--- src/rtl/lcd_hd44780_responder.sv ---
`default_nettype none
// ============================================================================
// Module   : lcd_hd44780_responder
// Purpose  : HD44780-compatible receiver for the character-LCD pin bus.
//            Synchronises LCD_EN/RS/RW/DATA, accepts write strobes on the
//            falling edge of EN, decodes instructions and character writes,
//            and keeps a 2x16 character buffer that can be read back.
// Ports    : clock        - system clock, rising edge
//            iRST_N       - asynchronous active-low reset
//            LCD_DATA/RS/RW/EN - LCD pin bus (inputs, asynchronous)
//            rd_addr      - buffer read index (0-15 line 1, 16-31 line 2)
//            rd_data      - registered buffer[rd_addr]
//            cursor_addr  - current DDRAM address
//            disp_on      - D bit of last display-control instruction
//            entry_inc    - I/D bit of last entry-mode instruction
//            busy         - strobes are not accepted while high
//            ovr_err      - sticky, strobe arrived while busy
//            frame_done   - one-cycle pulse after a write to index 31
// Revision : 1.0 - initial release
// ============================================================================
module lcd_hd44780_responder #(
    parameter int BUSY_CYCLES = 16
) (
    input  logic       clock,
    input  logic       iRST_N,
    input  logic [7:0] LCD_DATA,
    input  logic       LCD_RS,
    input  logic       LCD_RW,
    input  logic       LCD_EN,
    input  logic [4:0] rd_addr,
    output logic [7:0] rd_data,
    output logic [6:0] cursor_addr,
    output logic       disp_on,
    output logic       entry_inc,
    output logic       busy,
    output logic       ovr_err,
    output logic       frame_done
);

    // Counter only has to hold BUSY_CYCLES-1.
    localparam int             c_cnt_w    = (BUSY_CYCLES > 1) ? $clog2(BUSY_CYCLES) : 1;
    localparam logic [c_cnt_w-1:0] c_cnt_load = c_cnt_w'(BUSY_CYCLES - 1);
    localparam logic [7:0]     c_space    = 8'h20;

    localparam logic [1:0] c_st_idle  = 2'd0;
    localparam logic [1:0] c_st_clear = 2'd1;
    localparam logic [1:0] c_st_busy  = 2'd2;

    // Synchroniser and edge-detect flops
    logic             r_en_s1, r_en_s2, r_en_s3;
    logic             r_rs_s1, r_rs_s2;
    logic             r_rw_s1, r_rw_s2;
    logic [7:0]       r_data_s1, r_data_s2;

    logic [1:0]       r_state;
    logic [c_cnt_w-1:0] r_cnt;
    logic [4:0]       r_fill;
    logic [7:0]       r_buf [32];
    logic [7:0]       r_rd_data;
    logic [6:0]       r_cursor;
    logic             r_disp_on;
    logic             r_entry_inc;
    logic             r_busy;
    logic             r_ovr_err;
    logic             r_frame_done;

    logic             w_fall;
    logic             w_accept;
    logic             w_overrun;
    logic             w_wr_hit;
    logic [4:0]       w_wr_idx;

    // Cursor step with the HD44780 two-line wrap points.
    function automatic logic [6:0] f_step(input logic [6:0] a, input logic inc);
        if (inc) begin
            if (a == 7'h27)      return 7'h40;
            else if (a == 7'h67) return 7'h00;
            else                 return a + 7'd1;
        end else begin
            if (a == 7'h00)      return 7'h67;
            else if (a == 7'h40) return 7'h27;
            else                 return a - 7'd1;
        end
    endfunction

    // RS/RW/DATA are taken from the same stage as the current EN sample.
    assign w_fall    = r_en_s3 & ~r_en_s2;
    assign w_accept  = w_fall & ~r_rw_s2 & (r_state == c_st_idle);
    // Using the pre-edge state makes a strobe on the busy-ending edge an overrun.
    assign w_overrun = w_fall & ~r_rw_s2 & (r_state != c_st_idle);

    // Line 1 is 0x00-0x0F, line 2 is 0x40-0x4F; everything else is off-screen.
    assign w_wr_hit  = (r_cursor[6:4] == 3'b000) || (r_cursor[6:4] == 3'b100);
    assign w_wr_idx  = {r_cursor[6], r_cursor[3:0]};

    always_ff @(posedge clock or negedge iRST_N) begin
        if (!iRST_N) begin
            r_en_s1      <= 1'b0;
            r_en_s2      <= 1'b0;
            r_en_s3      <= 1'b0;
            r_rs_s1      <= 1'b0;
            r_rs_s2      <= 1'b0;
            r_rw_s1      <= 1'b0;
            r_rw_s2      <= 1'b0;
            r_data_s1    <= 8'h00;
            r_data_s2    <= 8'h00;
            r_state      <= c_st_idle;
            r_cnt        <= '0;
            r_fill       <= 5'd0;
            for (int i = 0; i < 32; i++) begin
                r_buf[i] <= c_space;
            end
            r_rd_data    <= c_space;
            r_cursor     <= 7'h00;
            r_disp_on    <= 1'b0;
            r_entry_inc  <= 1'b1;
            r_busy       <= 1'b0;
            r_ovr_err    <= 1'b0;
            r_frame_done <= 1'b0;
        end else begin
            r_en_s1      <= LCD_EN;
            r_en_s2      <= r_en_s1;
            r_en_s3      <= r_en_s2;
            r_rs_s1      <= LCD_RS;
            r_rs_s2      <= r_rs_s1;
            r_rw_s1      <= LCD_RW;
            r_rw_s2      <= r_rw_s1;
            r_data_s1    <= LCD_DATA;
            r_data_s2    <= r_data_s1;

            r_rd_data    <= r_buf[rd_addr];
            r_frame_done <= 1'b0;

            if (w_overrun) begin
                r_ovr_err <= 1'b1;
            end

            case (r_state)
                c_st_idle: begin
                    if (w_accept) begin
                        r_state <= c_st_busy;
                        r_cnt   <= c_cnt_load;
                        r_busy  <= 1'b1;
                        if (!r_rs_s2) begin
                            casez (r_data_s2)
                                8'b1???????: r_cursor <= r_data_s2[6:0];
                                8'b01??????: ;
                                8'b001?????: ;
                                8'b0001????: begin
                                    // S = 1 is a display shift, which has no buffer effect here.
                                    if (!r_data_s2[3]) begin
                                        r_cursor <= f_step(r_cursor, r_data_s2[2]);
                                    end
                                end
                                8'b00001???: r_disp_on   <= r_data_s2[2];
                                8'b000001??: r_entry_inc <= r_data_s2[1];
                                8'b0000001?: r_cursor    <= 7'h00;
                                8'b00000001: begin
                                    r_state <= c_st_clear;
                                    r_fill  <= 5'd0;
                                end
                                default: ;
                            endcase
                        end else begin
                            if (w_wr_hit) begin
                                r_buf[w_wr_idx] <= r_data_s2;
                                r_frame_done    <= (w_wr_idx == 5'd31);
                            end
                            // Off-screen writes are dropped but still move the cursor.
                            r_cursor <= f_step(r_cursor, r_entry_inc);
                        end
                    end
                end

                c_st_clear: begin
                    r_buf[r_fill] <= c_space;
                    r_fill        <= r_fill + 5'd1;
                    if (r_fill == 5'd31) begin
                        r_cursor    <= 7'h00;
                        r_entry_inc <= 1'b1;
                        r_state     <= c_st_busy;
                        r_cnt       <= c_cnt_load;
                    end
                end

                c_st_busy: begin
                    if (r_cnt == '0) begin
                        r_state <= c_st_idle;
                        r_busy  <= 1'b0;
                    end else begin
                        r_cnt <= r_cnt - c_cnt_w'(1);
                    end
                end

                default: begin
                    r_state <= c_st_idle;
                    r_busy  <= 1'b0;
                end
            endcase
        end
    end

    assign rd_data     = r_rd_data;
    assign cursor_addr = r_cursor;
    assign disp_on     = r_disp_on;
    assign entry_inc   = r_entry_inc;
    assign busy        = r_busy;
    assign ovr_err     = r_ovr_err;
    assign frame_done  = r_frame_done;

endmodule
`default_nettype wire

--- config.mk ---
export PLATFORM = sky130hd
export DESIGN_NAME = lcd_hd44780_responder
export DESIGN_NICKNAME = d
export VERILOG_FILES = /design/src/rtl/lcd_hd44780_responder.sv
export SDC_FILE = /design/constraint.sdc
export NUM_CORES = 1
export LEC_CHECK = 0
export ABC_AREA = 1
export ABC_CLOCK_PERIOD_IN_PS = 1700
export BUFFER_PORTS_ARGS = -buffer_cell sky130_fd_sc_hd__buf_2
export CAP_MARGIN = 20
export CORE_UTILIZATION = 34
export DETAILED_ROUTE_END_ITERATION = 10
export GPL_ROUTABILITY_DRIVEN = 1
export SETUP_SLACK_MARGIN = 0.4
export SYNTH_ARGS = -nofsm -noshare
export SYNTH_HDL_FRONTEND = slang
export SYNTH_SLANG_ARGS = --single-unit
export TNS_END_PERCENT = 20
--- constraint.sdc ---
create_clock -name clock -period 1.7 [get_ports clock]
set_input_delay 0.425 -clock clock [delete_from_list [all_inputs] [get_ports clock]]
set_output_delay 0.425 -clock clock [all_outputs]
set_load 0.005 [all_outputs]
==> key figures <==
Power and ir drop
  – Flop pwr share: 0.369
  – Total internal power: 16440 µW
  – Clk pwr share: 0.329
  – Peak VDD IR: 0.7882 mV
  – Leakage: 0.01024 µW
  – Switch share: 0.3368
  – P_sw: 8349 µW
  – Logic gate share of total power: 0.302
  – Pwr per Cell Area: 1135 nW/µm²

Clock tree
  – Largest buffer count on any clock path: 3
  – Clock Latency Late Sink: 560 ps
  – Clk pin slew, worst setup/hold paths: 60 ps
  – Clock Tree Root: clkbuf_16
  – Cts bufs inserted: 37
  – CTS tree: built
  – CTS H-tree lvls: 2
  – CTS sink count: 310

Timing
  – Max_slew headroom: 0.5823
  – Setup TNS: -6696 ps
  – Actual slew at the worst max-slew pin: 621.2 ps
  – Tcrit/Tclk final: 1.049
  – Final Hold Vio Count: 0
  – Fin crit period: 1783 ps
  – Final Max Slew Viols: 0
  – Worst Skew: 20.94 ps
  – Fmax: 560.8 MHz
  – Final worst slack: -83.06 ps
  – Setup violations, final: 184
  – RSZ-0062 raised after global routing: true
  – WHS: 284.5 ps

Logic synthesis
  – Seq/Total Area, Yosys: 0.4585
  – Mapped cell area: 17010 µm²
  – Yosys reg bits: 310
  – Post-synthesis net count: 2263
  – Synth Instances: 2234
  – Ys Warns: 0
  – Cell variety after synth: 42
  – Average size of a mapped cell: 7.615 µm²

Detailed routing
  – DRT iter0 DRCs: 1363
  – Total iterations of the first detailed-routing run: 6
  – WL final: 54.85 mm
  – Post-route DRC violation count: 0
  – Drt via density: 5.042
  – Vias: 15820
  – Post-DRT Antenna Nets: 0
  – WL per Instance: 17.48 µm

Setup path
  – Critical path cell sequence: nand3b_1 -> nand2_1 -> inv_2 -> nor2_4 -> buf_12 -> nand2_8 -> buf_12 -> a21oi_4 -> o21ai_2 -> nand2_1 -> nand2_1
  – Buf+Inv Stages, Crit Path: 3
  – Cell mode on critical path: nand2_1
  – Slowest-stage cell, CP: dfrtp_1
  – Req. time, crit path: 2140 ps
  – Worst path arrival time: 2230 ps
  – Setup CP Type: reg2reg
  – Startpoint types: register
  – Worst setup EP type: register
  – Family with the most delay on the worst path: simple AND/OR/NAND/NOR gates
  – Crit Path Max Fanout: 15
  – CP peak stage delay: 360 ps

Die
  – Initial Util: 0.3461
  – Die X: 225.7 µm
  – Core Footprint: 49150 µm²
  – Die Span Y: 225.7 µm
  – Top Ports: 38
  – Rows: 81
  – Die area: 50930 µm²

Finish
  – P&R area growth vs syn: 28.38%
  – Nets: 2473
  – Share of layout cells above drive strength 1: 0.2285
  – Ant diodes: 0
  – Non-filler instance count after layout: 3137

Place
  – DP Wirelength: 37.30 mm
  – GPL Wtd Cong: 0.9001
  – # placed instances: 3033
  – PortBufs: 37

Global routing
  – First-pass GRT wire length: 86.28 mm
  – Grt ovf: 0
  – Tot GR Track Use: 0.2173
  – Vias in the first global route: 15440
  – Initial antenna violation count: 0
  – Largest net degree at the start of global routing: 63

Outcome
  – Outcome: complete, but fails checks
  – Violated checks: negative setup slack

Min path
  – Worst hold path type: in2reg

Flow run
  – Max Cap Viol: 0
-- synthesized netlist by cell type --
| library cell | number | share of area |
|---|---|---|
| clkbuf_1 | 63 | 0.014 |
| o21ai_2 | 29 | 0.015 |
| nand3b_1 | 1 | 0.00044 |
| xnor2_1 | 3 | 0.0015 |
| nand2_1 | 1078 | 0.24 |
| o21bai_1 | 1 | 0.00044 |
| nand4_1 | 7 | 0.0026 |
| clkbuf_8 | 1 | 0.00081 |
| inv_2 | 5 | 0.0011 |
| nand2_2 | 1 | 0.00037 |
| dfrtp_1 | 276 | 0.41 |
| a21oi_1 | 65 | 0.019 |
| buf_12 | 6 | 0.0071 |
| o32ai_1 | 1 | 0.00051 |
| a21oi_2 | 4 | 0.0021 |
| dfstp_2 | 34 | 0.053 |
| dlygate4sd3_1 | 8 | 0.0047 |
| buf_1 | 10 | 0.0022 |
| and2_1 | 1 | 0.00037 |
| nor2_1 | 125 | 0.028 |
| o31ai_1 | 53 | 0.023 |
| a22oi_1 | 1 | 0.00044 |
| nand3_1 | 141 | 0.041 |
| o22ai_1 | 1 | 0.00037 |
| nor4_1 | 1 | 0.00037 |
| xor2_1 | 2 | 0.0010 |
| nor3_1 | 5 | 0.0015 |
| o211ai_1 | 2 | 0.00088 |
| clkdlybuf4s25_2 | 2 | 0.0012 |
| buf_6 | 6 | 0.0040 |
| o21ai_1 | 4 | 0.0012 |
| nor2_4 | 1 | 0.00066 |
| nor2_2 | 4 | 0.0015 |
| a21oi_4 | 28 | 0.027 |
| o21ai_0 | 118 | 0.035 |
| buf_4 | 4 | 0.0018 |
| ha_1 | 11 | 0.0081 |
| nand2_8 | 1 | 0.0012 |
| buf_2 | 17 | 0.0050 |
| inv_1 | 79 | 0.017 |
| clkinv_1 | 2 | 0.00044 |
| nor3_4 | 32 | 0.031 |
-- logic make-up (layout without fill, tap and decap cells) --
family | Yosys count | count (layout) | synth area share
simple gates | 1398 | 1400 | 0.3464
flops | 310 | 310 | 0.4585
compound gates | 307 | 307 | 0.1248
buf+inv | 203 | 440 | 0.05958
fa+ha+maj | 11 | 11 | 0.008090
xor+xnor | 5 | 5 | 0.002575
-- flip-flops by register name, summed over array words and instances, names as in the netlist, 2 cells and up --
signal and cells:
cursor_addr 7, r_buf 256, r_cnt 4, r_data_s1 8, r_data_s2 8, r_fill 5, r_state 2, rd_data 8
-- layout by cell type (no fill, tap or decap), drive strengths merged --
cell and instances:
nand2 1082, dfrtp 276, buf 274, o21ai 151, nand3 141, nor2 130, a21oi 97, inv 84
o31ai 53, clkbuf 52, nor3 37, dfstp 34, dlygate4sd3 12, clkinv 12, ha 11, nand4 7
clkinvlp 3, xnor2 3, bufinv 3, xor2 2, o211ai 2, and2 1, nand3b 1, nor4 1
o22ai 1, o32ai 1, a22oi 1, o21bai 1
-- metal layers --
| metal | share of wire | GRT usage |
|---|---|---|
| met5 | 0 | 0 |
| met4 | 0.023 | 0.06122 |
| met3 | 0.065 | 0.03773 |
| met2 | 0.46 | 0.3458 |
| met1 | 0.45 | 0.3021 |
-- power by group through the flow --
| stage | logic, µW | registers, µW | clock network (µW) |
|---|---|---|---|
| CTS | 7250 | 9120 | 8320 |
| floorplan | 3990 | 9070 | 0 |
| finish | 7490 | 9150 | 8160 |
| global placement | 6500 | 9220 | 0 |
| global route | 8220 | 9260 | 8610 |
| detailed placement | 6600 | 9220 | 0 |
-- stage by stage --
stage	instance area (µm²)	setup WS [ps]	power [µW]	util
global route	21840	-204.8	26090	0.4443
global placement	19520	-332.1	15720	0.3971
finish	21840	-83.06	24790	0.4443
floorplan	17090	53.25	13060	-
CTS	21450	-85.48	24680	0.4364
detailed placement	19520	-328.2	15820	0.3971
-- layout make-up --
cell class | count | area [µm²]
inverter | 86 | 335.3
clock buffer | 52 | 1075
tap | 664 | 830.8
clock inverter | 16 | 171.4
multi-input combinational | 1723 | 8797
fill | 4812 | 27310
sequential | 310 | 7804
timing repair buffer | 286 | 2826
-- worst reg2reg max path, delay by kind of cell, from the launching register on --
family                 cells  cell delay [ps]
flip-flops                 1              360
buffers and inverters      3              410
AND/OR/NAND/NOR            6              630
AO/OA/AOI/OAI              2              290
-- worst paths after layout --
check / endpoint / startpoint / cells after the start / slack, ps
worst max-delay path: r_buf[208] / r_en_s2 / 11 / -80
worst min-delay path: rd_data[3] / rd_addr[4] / 4 / 280
worst max register to register: r_buf[208] / r_en_s2 / 11 / -80
worst min register to register: r_data_s2[6] / r_data_s1[6] / 0 / 350
max in group asynchronous: r_buf[30] / iRST_N / 3 / 620
min in group asynchronous: r_buf[116] / iRST_N / 2 / 360
-- what timing repair did --
action | 4_1_cts | 5_1_grt
resized for setup | 68 | 91
setup endpoints to repair | 305 | 306
hold buffers | 12 | 0
buffers inserted | 15 | 6
gates cloned | 3 | 0
endpoints found under the hold margin | 27 | 0
pin swaps | 15 | 38
(Power assumes the default switching activity.)
